**config.mk**
```make
export PLATFORM = sky130hd
export DESIGN_NAME = dac_port_ctrl_flat
export DESIGN_NICKNAME = d
export VERILOG_FILES = /design/src/rtl/dac_port_ctrl_if.sv /design/src/rtl/dac_port_ctrl.sv /design/src/flat_wrapper.sv
export SDC_FILE = /design/constraint.sdc
export NUM_CORES = 1
export LEC_CHECK = 0
export ABC_CLOCK_PERIOD_IN_PS = 2500
export CAP_MARGIN = 20
export CORE_ASPECT_RATIO = 0.7
export CORE_MARGIN = 5
export CORE_UTILIZATION = 41
export CTS_CLUSTER_DIAMETER = 120
export DETAILED_ROUTE_END_ITERATION = 10
export PLACE_DENSITY = 0.71
export SLEW_MARGIN = 20
export SYNTH_ARGS = -nofsm -noshare
export SYNTH_HDL_FRONTEND = slang
export SYNTH_SLANG_ARGS = --single-unit
```
**constraint.sdc**
```tcl
create_clock -name clock -period 2.5 [get_ports clock]
set_clock_uncertainty 0.2 [all_clocks]
set_input_delay 0.5 -clock clock [delete_from_list [all_inputs] [get_ports clock]]
set_output_delay 0.5 -clock clock [all_outputs]
set_load 0.01 [all_outputs]
```
**src/rtl/dac_port_ctrl_if.sv**
```systemverilog
// dac_port_ctrl_if: CPU-side DAC port bus plus palette RAM port B.
// master = CPU / palette RAM side, slave = dac_port_ctrl.
interface dac_port_ctrl_if #(
   parameter int unsigned PAL_DEPTH_LOG2 = 8
);
   logic [1:0]                io_a;
   logic                      io_wr;
   logic                      io_rd;
   logic [7:0]                io_d;
   logic [7:0]                io_q;
   logic                      busy;
   logic [PAL_DEPTH_LOG2-1:0] pal_a;
   logic [11:0]               pal_d;
   logic                      pal_we;
   logic [11:0]               pal_q;

   modport master (
      output io_a, io_wr, io_rd, io_d, pal_q,
      input  io_q, busy, pal_a, pal_d, pal_we
   );

   modport slave (
      input  io_a, io_wr, io_rd, io_d, pal_q,
      output io_q, busy, pal_a, pal_d, pal_we
   );
endinterface

```
**src/rtl/dac_port_ctrl.sv**
```systemverilog
// dac_port_ctrl: VGA-style DAC port (write index, read index, R/G/B data port) in front of
// port B of the palette RAM. Palette writes and read-back prefetches share that port; a
// pending write always wins and the prefetch address cycle slips one clock.
// Optional macro DAC_8BIT_EN: 8-bit CPU components instead of 6-bit VGA components.
module dac_port_ctrl #(
   parameter int unsigned PAL_DEPTH_LOG2 = 8,
   parameter int unsigned READ_LAT       = 1
) (
   input logic           clock,
   input logic           reset_n,
   dac_port_ctrl_if.slave bus
);
   localparam int unsigned AW       = PAL_DEPTH_LOG2;
   localparam logic [7:0]  LAT_LAST = 8'(READ_LAT - 1);

   typedef enum logic [1:0] {StIdle, StAddr, StWait, StLatch} state_t;
   typedef enum logic {ModeWrite, ModeRead} mode_t;

   // CPU-side state
   logic [AW-1:0] widx, ridx, wr_addr;
   logic [1:0]    wcomp, rcomp;
   logic [3:0]    r_acc, g_acc;
   logic [11:0]   wr_data;
   logic          wr_pend;
   mode_t         mode;
   logic [7:0]    io_q;

   // Palette-port / prefetch state
   state_t        state;
   logic          busy;
   logic          addr_ok;
   logic [7:0]    lat_cnt;
   logic [AW-1:0] pal_a;
   logic [11:0]   pal_d;
   logic          pal_we;
   logic [11:0]   rbuf;

   // Decoded strobes
   logic          wr_ridx, wr_widx, wr_dat, rd_en, rd_data_ok, restart, start;
   logic [AW-1:0] start_addr;
   logic [3:0]    c_in, c_out;
   logic [7:0]    rd_comp;

   assign bus.io_q   = io_q;
   assign bus.busy   = busy;
   assign bus.pal_a  = pal_a;
   assign bus.pal_d  = pal_d;
   assign bus.pal_we = pal_we;

   // Decode CPU strobes and format components in both directions.
   always_comb begin
      wr_ridx    = bus.io_wr && (bus.io_a == 2'd0);
      wr_widx    = bus.io_wr && (bus.io_a == 2'd1);
      wr_dat     = bus.io_wr && (bus.io_a == 2'd2);
      // A write in the same cycle swallows the read.
      rd_en      = bus.io_rd && !bus.io_wr;
      rd_data_ok = rd_en && (bus.io_a == 2'd2) && (mode == ModeRead) && !busy;
      restart    = rd_data_ok && (rcomp == 2'd2);
      start      = wr_ridx || restart;
      start_addr = wr_ridx ? AW'(bus.io_d) : ridx + 1'b1;

      c_out = rbuf[3:0];
      case (rcomp)
         2'd0:    c_out = rbuf[11:8];
         2'd1:    c_out = rbuf[7:4];
         default: c_out = rbuf[3:0];
      endcase

`ifdef DAC_8BIT_EN
      c_in    = bus.io_d[7:4];
      rd_comp = {c_out, c_out};
`else
      c_in    = bus.io_d[5:2];
      rd_comp = {2'b00, c_out, c_out[3:2]};
`endif
   end

   // CPU register file: indices, component counters, accumulators and read data.
   always_ff @(posedge clock or negedge reset_n) begin
      if (!reset_n) begin
         widx    <= '0;
         ridx    <= '0;
         wcomp   <= 2'd0;
         rcomp   <= 2'd0;
         mode    <= ModeWrite;
         r_acc   <= 4'd0;
         g_acc   <= 4'd0;
         wr_pend <= 1'b0;
         wr_addr <= '0;
         wr_data <= 12'd0;
         io_q    <= 8'h00;
      end else begin
         wr_pend <= 1'b0;
         if (wr_widx) begin
            widx  <= AW'(bus.io_d);
            wcomp <= 2'd0;
            mode  <= ModeWrite;
         end
         if (wr_ridx) begin
            ridx  <= AW'(bus.io_d);
            rcomp <= 2'd0;
            mode  <= ModeRead;
         end
         if (wr_dat) begin
            case (wcomp)
               2'd0: begin
                  r_acc <= c_in;
                  wcomp <= 2'd1;
               end
               2'd1: begin
                  g_acc <= c_in;
                  wcomp <= 2'd2;
               end
               default: begin
                  // Entry complete: hand it to the port sequencer next clock.
                  wr_pend <= 1'b1;
                  wr_addr <= widx;
                  wr_data <= {r_acc, g_acc, c_in};
                  widx    <= widx + 1'b1;
                  wcomp   <= 2'd0;
               end
            endcase
         end
         if (rd_en) begin
            case (bus.io_a)
               2'd0: io_q <= (mode == ModeRead) ? 8'h03 : 8'h00;
               2'd1: io_q <= 8'(widx);
               2'd2: begin
                  if (rd_data_ok) begin
                     io_q <= rd_comp;
                     if (rcomp == 2'd2) begin
                        rcomp <= 2'd0;
                        ridx  <= ridx + 1'b1;
                     end else begin
                        rcomp <= rcomp + 2'd1;
                     end
                  end else begin
                     io_q <= 8'h00;
                  end
               end
               default: io_q <= 8'h00;
            endcase
         end
      end
   end

   // Palette port B sequencer: issues pending writes and runs the read-back prefetch FSM.
   always_ff @(posedge clock or negedge reset_n) begin
      if (!reset_n) begin
         state   <= StIdle;
         busy    <= 1'b0;
         addr_ok <= 1'b0;
         lat_cnt <= 8'd0;
         pal_a   <= '0;
         pal_d   <= 12'd0;
         pal_we  <= 1'b0;
         rbuf    <= 12'd0;
      end else begin
         pal_we <= wr_pend;
         if (wr_pend) begin
            pal_a <= wr_addr;
            pal_d <= wr_data;
         end
         if (start) begin
            // addr_ok low means the write took the port; the address goes out next clock.
            state   <= StAddr;
            busy    <= 1'b1;
            lat_cnt <= 8'd0;
            addr_ok <= !wr_pend;
            if (!wr_pend) begin
               pal_a <= start_addr;
            end
         end else if (wr_widx) begin
            state <= StIdle;
            busy  <= 1'b0;
         end else begin
            case (state)
               StAddr: begin
                  if (addr_ok) begin
                     state <= StWait;
                  end else if (!wr_pend) begin
                     pal_a   <= ridx;
                     addr_ok <= 1'b1;
                  end
               end
               StWait: begin
                  if (lat_cnt == LAT_LAST) begin
                     state <= StLatch;
                     rbuf  <= bus.pal_q;
                  end else begin
                     lat_cnt <= lat_cnt + 8'd1;
                  end
               end
               StLatch: begin
                  state <= StIdle;
                  busy  <= 1'b0;
               end
               default: state <= StIdle;
            endcase
         end
      end
   end
endmodule

```
**src/flat_wrapper.sv**
```systemverilog
// flat-port wrapper written by rule: the top's interface ports become plain ports
module dac_port_ctrl_flat 
#(
   parameter int unsigned PAL_DEPTH_LOG2 = 8,
   parameter int unsigned READ_LAT       = 1
)
  (clock, reset_n, bus_io_a, bus_io_wr, bus_io_rd, bus_io_d, bus_pal_q, bus_io_q, bus_busy, bus_pal_a, bus_pal_d, bus_pal_we);
  dac_port_ctrl_if #(.PAL_DEPTH_LOG2(PAL_DEPTH_LOG2)) bus_i ();
  input logic clock;
  input logic reset_n;
  input wire logic [$bits(bus_i.io_a)-1:0] bus_io_a;
  input wire logic [$bits(bus_i.io_wr)-1:0] bus_io_wr;
  input wire logic [$bits(bus_i.io_rd)-1:0] bus_io_rd;
  input wire logic [$bits(bus_i.io_d)-1:0] bus_io_d;
  input wire logic [$bits(bus_i.pal_q)-1:0] bus_pal_q;
  output wire logic [$bits(bus_i.io_q)-1:0] bus_io_q;
  output wire logic [$bits(bus_i.busy)-1:0] bus_busy;
  output wire logic [$bits(bus_i.pal_a)-1:0] bus_pal_a;
  output wire logic [$bits(bus_i.pal_d)-1:0] bus_pal_d;
  output wire logic [$bits(bus_i.pal_we)-1:0] bus_pal_we;
  assign bus_i.io_a = bus_io_a;
  assign bus_i.io_wr = bus_io_wr;
  assign bus_i.io_rd = bus_io_rd;
  assign bus_i.io_d = bus_io_d;
  assign bus_i.pal_q = bus_pal_q;
  assign bus_io_q = bus_i.io_q;
  assign bus_busy = bus_i.busy;
  assign bus_pal_a = bus_i.pal_a;
  assign bus_pal_d = bus_i.pal_d;
  assign bus_pal_we = bus_i.pal_we;
  dac_port_ctrl #(.PAL_DEPTH_LOG2(PAL_DEPTH_LOG2), .READ_LAT(READ_LAT)) u_core (.clock(clock), .reset_n(reset_n), .bus(bus_i));
endmodule
```
==> results.yml, run 1 <==
status:
  outcome: "completed"
global_routing:
  grt_pass1_vias: 4194
  grt_max_degree: 70
  gr-usage-all-layers_pct: 18.2
  antenna_found_initial: 0
  grt_pass1_wl_mm: 21.8
  grt_overflow: 0
clocking:
  cts_buffer_depth: 2
  post_cts_resize_count: 0
  postCtsSetupBuffers: 0
  cts_tree: "yes"
  cts-root-buf: "clkbuf_16"
  cts.clk_slew.worst_paths_ns: 0.07
  cts_buffers: 9
  cts-hold-fix-buffers: 1
  htree_levels: 3
  clkLatencyLatePin_ns: 0.35
  clock-sinks: 103
final_layout:
  num-fill-cells: 1089
  layout.nets: 612
  layout_commonest_cell: "dfrtp_1"
  antenna_cells: 0
  area_growth_pct: 24.1
  drive_gt1_share_pct: 17.8
  most-common-layout-cells: "dfrtp_1, nand2_1, clkdlybuf4s50_1"
die:
  initial_core_util_pct: 41.6
  fp.dieArea_mm2: 0.0149
  core.rowCount: 34
  io-pin-count: 56
  die_y_um: 104
  core_mm2: 0.0123
  die_w_um: 144
synthesis:
  muxShareOfSynthArea_pct: 10.1
  synthAdderAreaFrac_pct: 1.71
  ys.flop_type: "dfrtp_1"
  synth-simple-area-share_pct: 19.0
  avgSynthCellArea_um2: 10.3
  yosysWarningCount: 0
  synth_area_mm2: 0.00513
  syn_inst: 500
  synth-edff-count: 0
  ys_ff_latch: 103
  synth_compound_area_share_pct: 14.1
  async_flop_share_pct: 100
  synth_fp_nets: 533
  synth_top_family_by_area: "simple AND/OR/NAND/NOR gates"
  yosysUniqueCellTypes: 62
  seq_area_frac_synth_pct: 50.3
  synth_xor_area_share_pct: 1.20
sta:
  fin_crit_ns: 2.38
  fin_crit_sh_pct: 95.4
  rsz0062_at_grt: "false"
  timing.hold.ws_ns: 0.275
  finalHoldViolCount: 0
  finalWorstSetupSlack_ns: 0.116
  final_max_slew_viol_count: 0
  max_slew_margin_pct: 71.4
  clock.fmax_mhz: 419
  setup_viol: 0
  worst_pin_slew_ns: 0.427
setup_path:
  crit_slowest_cell: "or4b_4"
  crit_fanout: 12
  r2r_slack_ns: 0.12
  crit_type: "reg2reg"
  path_cells: "inv_1 > ha_1 > or4b_4 > nor2_1 > and4bb_4 > mux2_2"
  end_kind: "flop"
  start_kind: "flop"
  cp.required_ns: 2.54
  arrival_ns: 2.42
  cpPeakStageDelay_ns: 0.50
routing:
  drc: 0
  wl_per_cell_um: 17.4
  dr.pass1.iters: 5
  vias: 4148
  drtAntennaViolNets: 0
  routed_wl_mm: 13.0
  dr.first_iter.drc_count: 351
  vias_per_cell: 5.56
pwr:
  power.leakage_nw: 2.95
  peakVddDrop_mv: 0.401
  power_density_mw_per_mm2: 933
placement:
  hpwlAfterDp_mm: 9.52
  io_buffers: 55
  pre_cts_slack_ns: -0.0974
  routabilityCongestion: 0.845
flow_run:
  max-cap-violations: 0
min_path:
  worstHoldPathType: "reg2reg"
## cells in the mapped netlist (4+ instances only)
cell type  count  area [um2]
mux2_2        28         315
a31oi_1        4        25.0
clkbuf_1      13        48.8
a311oi_1       4        35.0
nor2b_1        8        50.1
o21ai_0       21         105
a21oi_1       18        90.1
buf_2         11        55.1
nand3_1       13        65.1
nor3_1         7        35.0
mux2_4        10         150
inv_1         15        56.3
o211ai_1       7        52.6
a21o_1         6        45.0
dfrtp_1      103        2580
a22oi_1        9        67.6
ha_1           7        87.6
a211o_1       11        96.3
nand2_1       94         353
and3_1         5        31.3
xor2_1         4        35.0
nand2b_1      13        81.3
a211oi_1       5        37.5
mux2i_1        5        50.1
nor2_1        24        90.1
## per-stage QoR
step / utilization (%) / setup TNS [ns] / power [W] / std cells / instance area (um2)
global placement: 49.2 / -0.118 / 0.00448 / 729 / 6070
finish: 51.6 / 0 / 0.00593 / 746 / 6360
detailed placement: 49.2 / -0.570 / 0.00459 / 729 / 6070
global route: 51.6 / 0 / 0.00631 / 746 / 6360
CTS: 51.6 / 0 / 0.00600 / 746 / 6360
floorplan: - / 0 / 0.00379 / 500 / 5130
## critical path, delay by kind of cell, from the launching register on
family	cells	cell delay, ns
AND/OR/NAND/NOR	3	1.06
adder cells (fa/ha/maj)	1	0.15
multiplexers	1	0.37
buffers and inverters	1	0.10
flip-flops	1	0.40
## routing by layer
layer	global-route usage [%]	vias to the layer above	wire length (um)
met1	25.8	2068	6000
met5	0	-	0
met2	28.0	129	6100
met3	3.87	18	685
li1	-	1933	-
met4	5.65	0	207
## power by group
| part | internal (W) | total [W] | leakage [nW] | switching, W |
|---|---|---|---|---|
| Sequential | 0.00224 | 0.00269 | 1.30 | 0.000449 |
| Combinational | 0.00108 | 0.00187 | 1.52 | 0.000786 |
| Clock | 0.000700 | 0.00138 | 0.137 | 0.000680 |
## layout make-up
type                    instances  area [um2]  share of cell area, %
clock buffers                  10         229                   3.60
clock inverters                 6        58.8                  0.924
inverters                      15        56.3                  0.885
multi-input cells             355        2360                   37.1
flip-flops and latches        103        2580                   40.5
well taps                     162         203                   3.19
repair buffers                 95         876                   13.8
## logic make-up after synthesis
| logic type | count (synthesis) |
|---|---|
| adders and majority gates | 7 |
| xor gates and xnor gates | 7 |
| DFF | 103 |
| muxes | 43 |
| buffers and inverters | 42 |
| AOI/OAI and AO/OA | 105 |
| and+or+nand+nor | 193 |
## registers in the layout, summed over array words and instances, names as in the netlist, 8 cells and up
signal	count
u_core.lat_cnt	8
u_core.rbuf	12
u_core.bus.pal_a	8
u_core.wr_addr	8
u_core.wr_data	12
u_core.widx	8
u_core.bus.io_q	8
u_core.bus.pal_d	12
u_core.ridx	8
## worst paths after layout
check,startpoint,endpoint,cells after the start
min in group asynchronous,reset_n,u_core.bus.pal_a[3],3
max in group asynchronous,reset_n,u_core.bus.pal_d[10],3
worst max-delay path,u_core.lat_cnt[0],u_core.rbuf[11],6
worst max register to register,u_core.lat_cnt[0],u_core.rbuf[11],6
worst min-delay path,u_core.wr_data[7],u_core.wr_data[7],2
worst min register to register,u_core.wr_data[7],u_core.wr_data[7],2
Power figures use the tool's default switching activity.
==> run 2, diff against run 1 <==
CORE_UTILIZATION = 50   (was 41)
GPL_TIMING_DRIVEN = 0   (was unset)
PLACE_DENSITY = 0.82   (was 0.71)
==> results.yml, run 2 (same netlist as run 1, synthesis figures left out) <==
status:
  outcome: "completed"
die:
  fp.dieArea_mm2: 0.0124
  core_mm2: 0.00987
  core.rowCount: 30
  io-pin-count: 56
  die_w_um: 131
  initial_core_util_pct: 52.0
  die_y_um: 94.7
clocking:
  htree_levels: 3
  cts_buffers: 9
  clock-sinks: 103
  cts-root-buf: "clkbuf_16"
  cts.clk_slew.worst_paths_ns: 0.08
  clkLatencyLatePin_ns: 0.35
  cts_tree: "yes"
  cts_buffer_depth: 2
flow_run:
  max-cap-violations: 0
routing:
  routed_wl_mm: 13.1
  wl_per_cell_um: 18.8
  drc: 0
  dr.first_iter.drc_count: 637
  vias_per_cell: 5.96
  drtAntennaViolNets: 0
  vias: 4169
  dr.pass1.iters: 5
final_layout:
  final_area_mm2: 0.00620
  final_cells: 700
  multiInputGateArea_mm2: 0.00238
  num-fill-cells: 779
  top_regs: "u_core.bus.pal_d x12, u_core.rbuf x12, u_core.wr_data x12"
  layout.nets: 600
  antenna_cells: 0
  fin_util_pct: 62.8
  register_area_mm2: 0.00258
  most-common-layout-cells: "dfrtp_1, nand2_1, clkdlybuf4s50_1"
  drive_gt1_share_pct: 14.7
  layout_commonest_cell: "dfrtp_1"
  area_growth_pct: 20.9
placement:
  io_buffers: 54
  routabilityCongestion: 0.908
  pre_cts_slack_ns: -0.395
  dp_cells: 683
  hpwlAfterDp_mm: 9.10
  place_area_mm2: 0.00586
setup_path:
  crit_buf_inv: 4
  critical-path-top-delay-family: "buffers and inverters"
  start_kind: "input port"
  arrival_ns: 2.43
  path_cells: "clkdlybuf4s50_1 > buf_2 > or3b_4 > o31a_1 > buf_2 > buf_2 > nand2_1 > o21ai_1"
  cpMostUsedCell: "buf_2"
  crit_slowest_cell: "clkdlybuf4s50_1"
  worstSetupPathDepth: 8
  cpPeakStageDelay_ns: 0.49
  crit_path_end: "u_core.addr_ok"
  critPathLaunch: "bus_io_wr"
  cp.required_ns: 2.51
  rr_startpoint: "u_core.lat_cnt[0]"
  end_kind: "flop"
  r2r_slack_ns: 0.17
  crit_type: "in2reg"
  crit_fanout: 10
  ff2ff_path_depth: 7
  r2r-end: "u_core.rbuf[10]"
min_path:
  worstHoldPathType: "reg2reg"
  min_from: "u_core.g_acc[0]"
sta:
  final_max_slew_viol_count: 0
  setup_viol: 0
  worst_pin_slew_ns: 0.689
  finalHoldViolCount: 0
  finalWorstSetupSlack_ns: 0.0732
  max_slew_margin_pct: 54.1
  clock.fmax_mhz: 412
  rsz0062_at_grt: "true"
  timing.hold.ws_ns: 0.268
  fin_crit_sh_pct: 97.1
  fin_crit_ns: 2.43
global_routing:
  grt_max_degree: 59
  grt_pass1_wl_mm: 21.5
  gr-usage-all-layers_pct: 22.3
  antenna_found_initial: 0
  grt_overflow: 0
  grt_pass1_vias: 4166
pwr:
  peakVddDrop_mv: 0.467
  power.leakage_nw: 2.85
  power_density_mw_per_mm2: 967
[run 2: worst min path at each step]
| stage | end | slack (ns) | cells past startpoint |
|---|---|---|---|
| 5_1_grt | u_core.wr_data[5] | 0.29 | 2 |
| 4_1_cts | u_core.bus.pal_we | 0.27 | 0 |
| 6_report | u_core.wr_data[4] | 0.27 | 2 |
| 2_1_floorplan | u_core.addr_ok | 0.004 | 0 |
| 3_5_place_dp | u_core.bus.pal_we | 0.25 | 0 |
| 3_3_place_gp | u_core.bus.pal_we | 0.25 | 0 |
[run 2: layout make-up]
type	count	share of cell area (%)
Multi-Input combinational cell	355	38.4
Clock inverter	7	1.37
Clock buffer	9	3.63
Buffer	27	2.20
Inverter	15	0.908
Sequential cell	103	41.6
Timing Repair Buffer	56	9.34
Tap cell	128	2.58
[run 2: worst register-to-register path, stage by stage (launching register included)]
cell and delay [ns]:
dfrtp_1 0.40, inv_1 0.10, ha_1 0.14, or4b_4 0.49, nor2_1 0.14, and4bb_4 0.29
buf_12 0.15, mux2_4 0.30
[run 2: power breakdown]
group	leakage, nW	internal [W]	switching, W
registers	1.30	0.00224	0.000412
logic	1.41	0.00108	0.000834
clock network	0.147	0.000716	0.000718
total	2.85	0.00403	0.00196
[run 2: per-layer routing]
metal	global-route usage (%)	routed length, um	vias up	part of all wire (%)
met2	33.4	5880	186	45
met3	6.05	960	22	7.3
met4	5.14	201	0	1.5
li1	-	-	1908	-
met5	0	0	-	0
met1	32.4	6090	2053	46
[run 2: repair_timing]
action | CTS | global route
hold endpoints to repair | 45 | 0
hold buffers | 1 | 0
setup buffers | 0 | 0
resized for setup | 2 | 7
endpoints found under the setup margin | 2 | 11
[run 2: stage by stage]
step / power [W] / setup TNS (ns)
floorplan: 0.00379 / 0
global placement: 0.00444 / -328.64
detailed placement: 0.00455 / -11.90
CTS: 0.00600 / 0
global route: 0.00632 / -0.00342
finish: 0.00600 / 0
==> run 3, diff against run 2 <==
SLEW_MARGIN = 0   (was 20)
==> results.yml, run 3 (same netlist as run 1, synthesis figures left out) <==
sta:
  rsz0062_at_grt: "true"
  worst_pin_slew_ns: 0.683
  max_slew_margin_pct: 54.5
  clock.fmax_mhz: 413
  fin_crit_sh_pct: 96.8
  fin_crit_ns: 2.42
  finalHoldViolCount: 0
  setup_viol: 0
  timing.hold.ws_ns: 0.267
  final_max_slew_viol_count: 0
die:
  initial_core_util_pct: 52.0
  core_mm2: 0.00987
  io-pin-count: 56
  core.rowCount: 30
  die_w_um: 131
  fp.dieArea_mm2: 0.0124
  die_y_um: 94.7
setup_path:
  crit_fanout: 10
  rr_startpoint: "u_core.lat_cnt[0]"
  cpPeakStageDelay_ns: 0.49
  path_cells: "clkdlybuf4s50_1 > buf_2 > or3b_4 > o31a_1 > buf_2 > buf_2 > nand2_1 > o211ai_1"
  cpMostUsedCell: "buf_2"
  ff2ff_path_depth: 7
  crit_type: "in2reg"
  r2r-end: "u_core.rbuf[10]"
  crit_buf_inv: 4
  cp.required_ns: 2.51
  start_kind: "input port"
  end_kind: "flop"
  arrival_ns: 2.43
  r2r_slack_ns: 0.16
  crit_slowest_cell: "clkdlybuf4s50_1"
  critical-path-top-delay-family: "buffers and inverters"
clocking:
  htree_levels: 3
  cts-root-buf: "clkbuf_16"
  cts.clk_slew.worst_paths_ns: 0.08
  postCtsSetupBuffers: 0
  cts_tree: "yes"
  clock-sinks: 103
  cts_buffer_depth: 2
  cts_buffers: 9
  clkLatencyLatePin_ns: 0.35
routing:
  vias: 4168
  wl_per_cell_um: 18.7
  vias_per_cell: 5.95
  dr.first_iter.drc_count: 650
  drtAntennaViolNets: 0
  drc: 0
  routed_wl_mm: 13.1
  dr.pass1.iters: 6
pwr:
  peakVddDrop_mv: 0.447
  power_w: 0.00596
  power_density_mw_per_mm2: 964
  power.leakage_nw: 2.86
global_routing:
  grt_max_degree: 75
  gr-usage-all-layers_pct: 22.4
  antenna_found_initial: 0
  grt_pass1_vias: 4220
  grt_pass1_wl_mm: 21.7
  grt_overflow: 0
min_path:
  hold_path_depth: 2
  hold_end: "u_core.wr_data[4]"
  min_from: "u_core.g_acc[0]"
  worstHoldPathType: "reg2reg"
placement:
  routabilityCongestion: 0.908
  place_area_mm2: 0.00585
  hpwlAfterDp_mm: 9.03
  io_buffers: 54
  dp_cells: 683
final_layout:
  top_regs: "u_core.bus.pal_d x12, u_core.rbuf x12, u_core.wr_data x12"
  antenna_cells: 0
  final_cells: 700
  most-common-layout-cells: "dfrtp_1, nand2_1, clkdlybuf4s50_1"
  area_growth_pct: 20.5
  final_area_mm2: 0.00618
  layout.nets: 600
  drive_gt1_share_pct: 14.9
  layout_commonest_cell: "dfrtp_1"
flow_run:
  max-cap-violations: 0
status:
  outcome: "completed"
run 3: what timing repair did:
| item | in CTS | in global routing |
|---|---|---|
| setup endpoints to repair | 2 | 13 |
| pin swaps | 0 | 0 |
| gates resized for setup | 2 | 8 |
| hold endpoints to repair | 29 | 0 |
| gates cloned | 0 | 0 |
| hold buffers | 1 | 0 |
run 3: tightest hold or removal path, stage by stage, from the launching register on:
cell and delay [ns]:
dfrtp_1 0.34, nand2_1 0.05, nand2_1 0.05
run 3: worst max path at each step:
stage	start	to	cells past startpoint
after floorplan	u_core.lat_cnt[0]	u_core.rbuf[10]	7
after global placement	reset_n	u_core.g_acc[0]	1
after detailed placement	bus_io_a[1]	u_core.bus.pal_a[1]	6
after CTS	bus_io_wr	u_core.bus.pal_a[7]	7
after global routing	bus_io_a[1]	u_core.bus.pal_a[7]	6
final	bus_io_wr	u_core.ridx[0]	8
run 3: report_power, final:
group	leakage, nW	switching (W)	total [W]	internal [W]
clock network	0.148	0.000688	0.00140	0.000709
logic	1.41	0.000830	0.00191	0.00108
registers	1.30	0.000416	0.00265	0.00224
run 3: metal layers:
layer  part of all wire [%]  track usage, %
met2                     45            34.3
met5                      0               0
met1                     45            32.0
met3                    9.1            6.56
met4                    1.0            4.45
run 3: through the flow:
stage          utilization [%]  TNS, ns  setup WS [ns]
2_1_floorplan                -        0          0.320
3_5_place_dp              59.3   -11.71         -0.385
4_1_cts                   62.5        0         0.0305
3_3_place_gp              59.0  -328.64          -3.10
5_1_grt                   62.6  -0.0264        -0.0264
6_report                  62.6        0         0.0808
run 3: cell type report:
type	count	area [um2]
Sequential cell	103	2580
Tap cell	128	160
Fill cell	772	3690
Clock inverter	7	75.1
Buffer	27	138
Clock buffer	9	225
Timing Repair Buffer	56	576
Multi-Input combinational cell	355	2370
Inverter	15	56.3
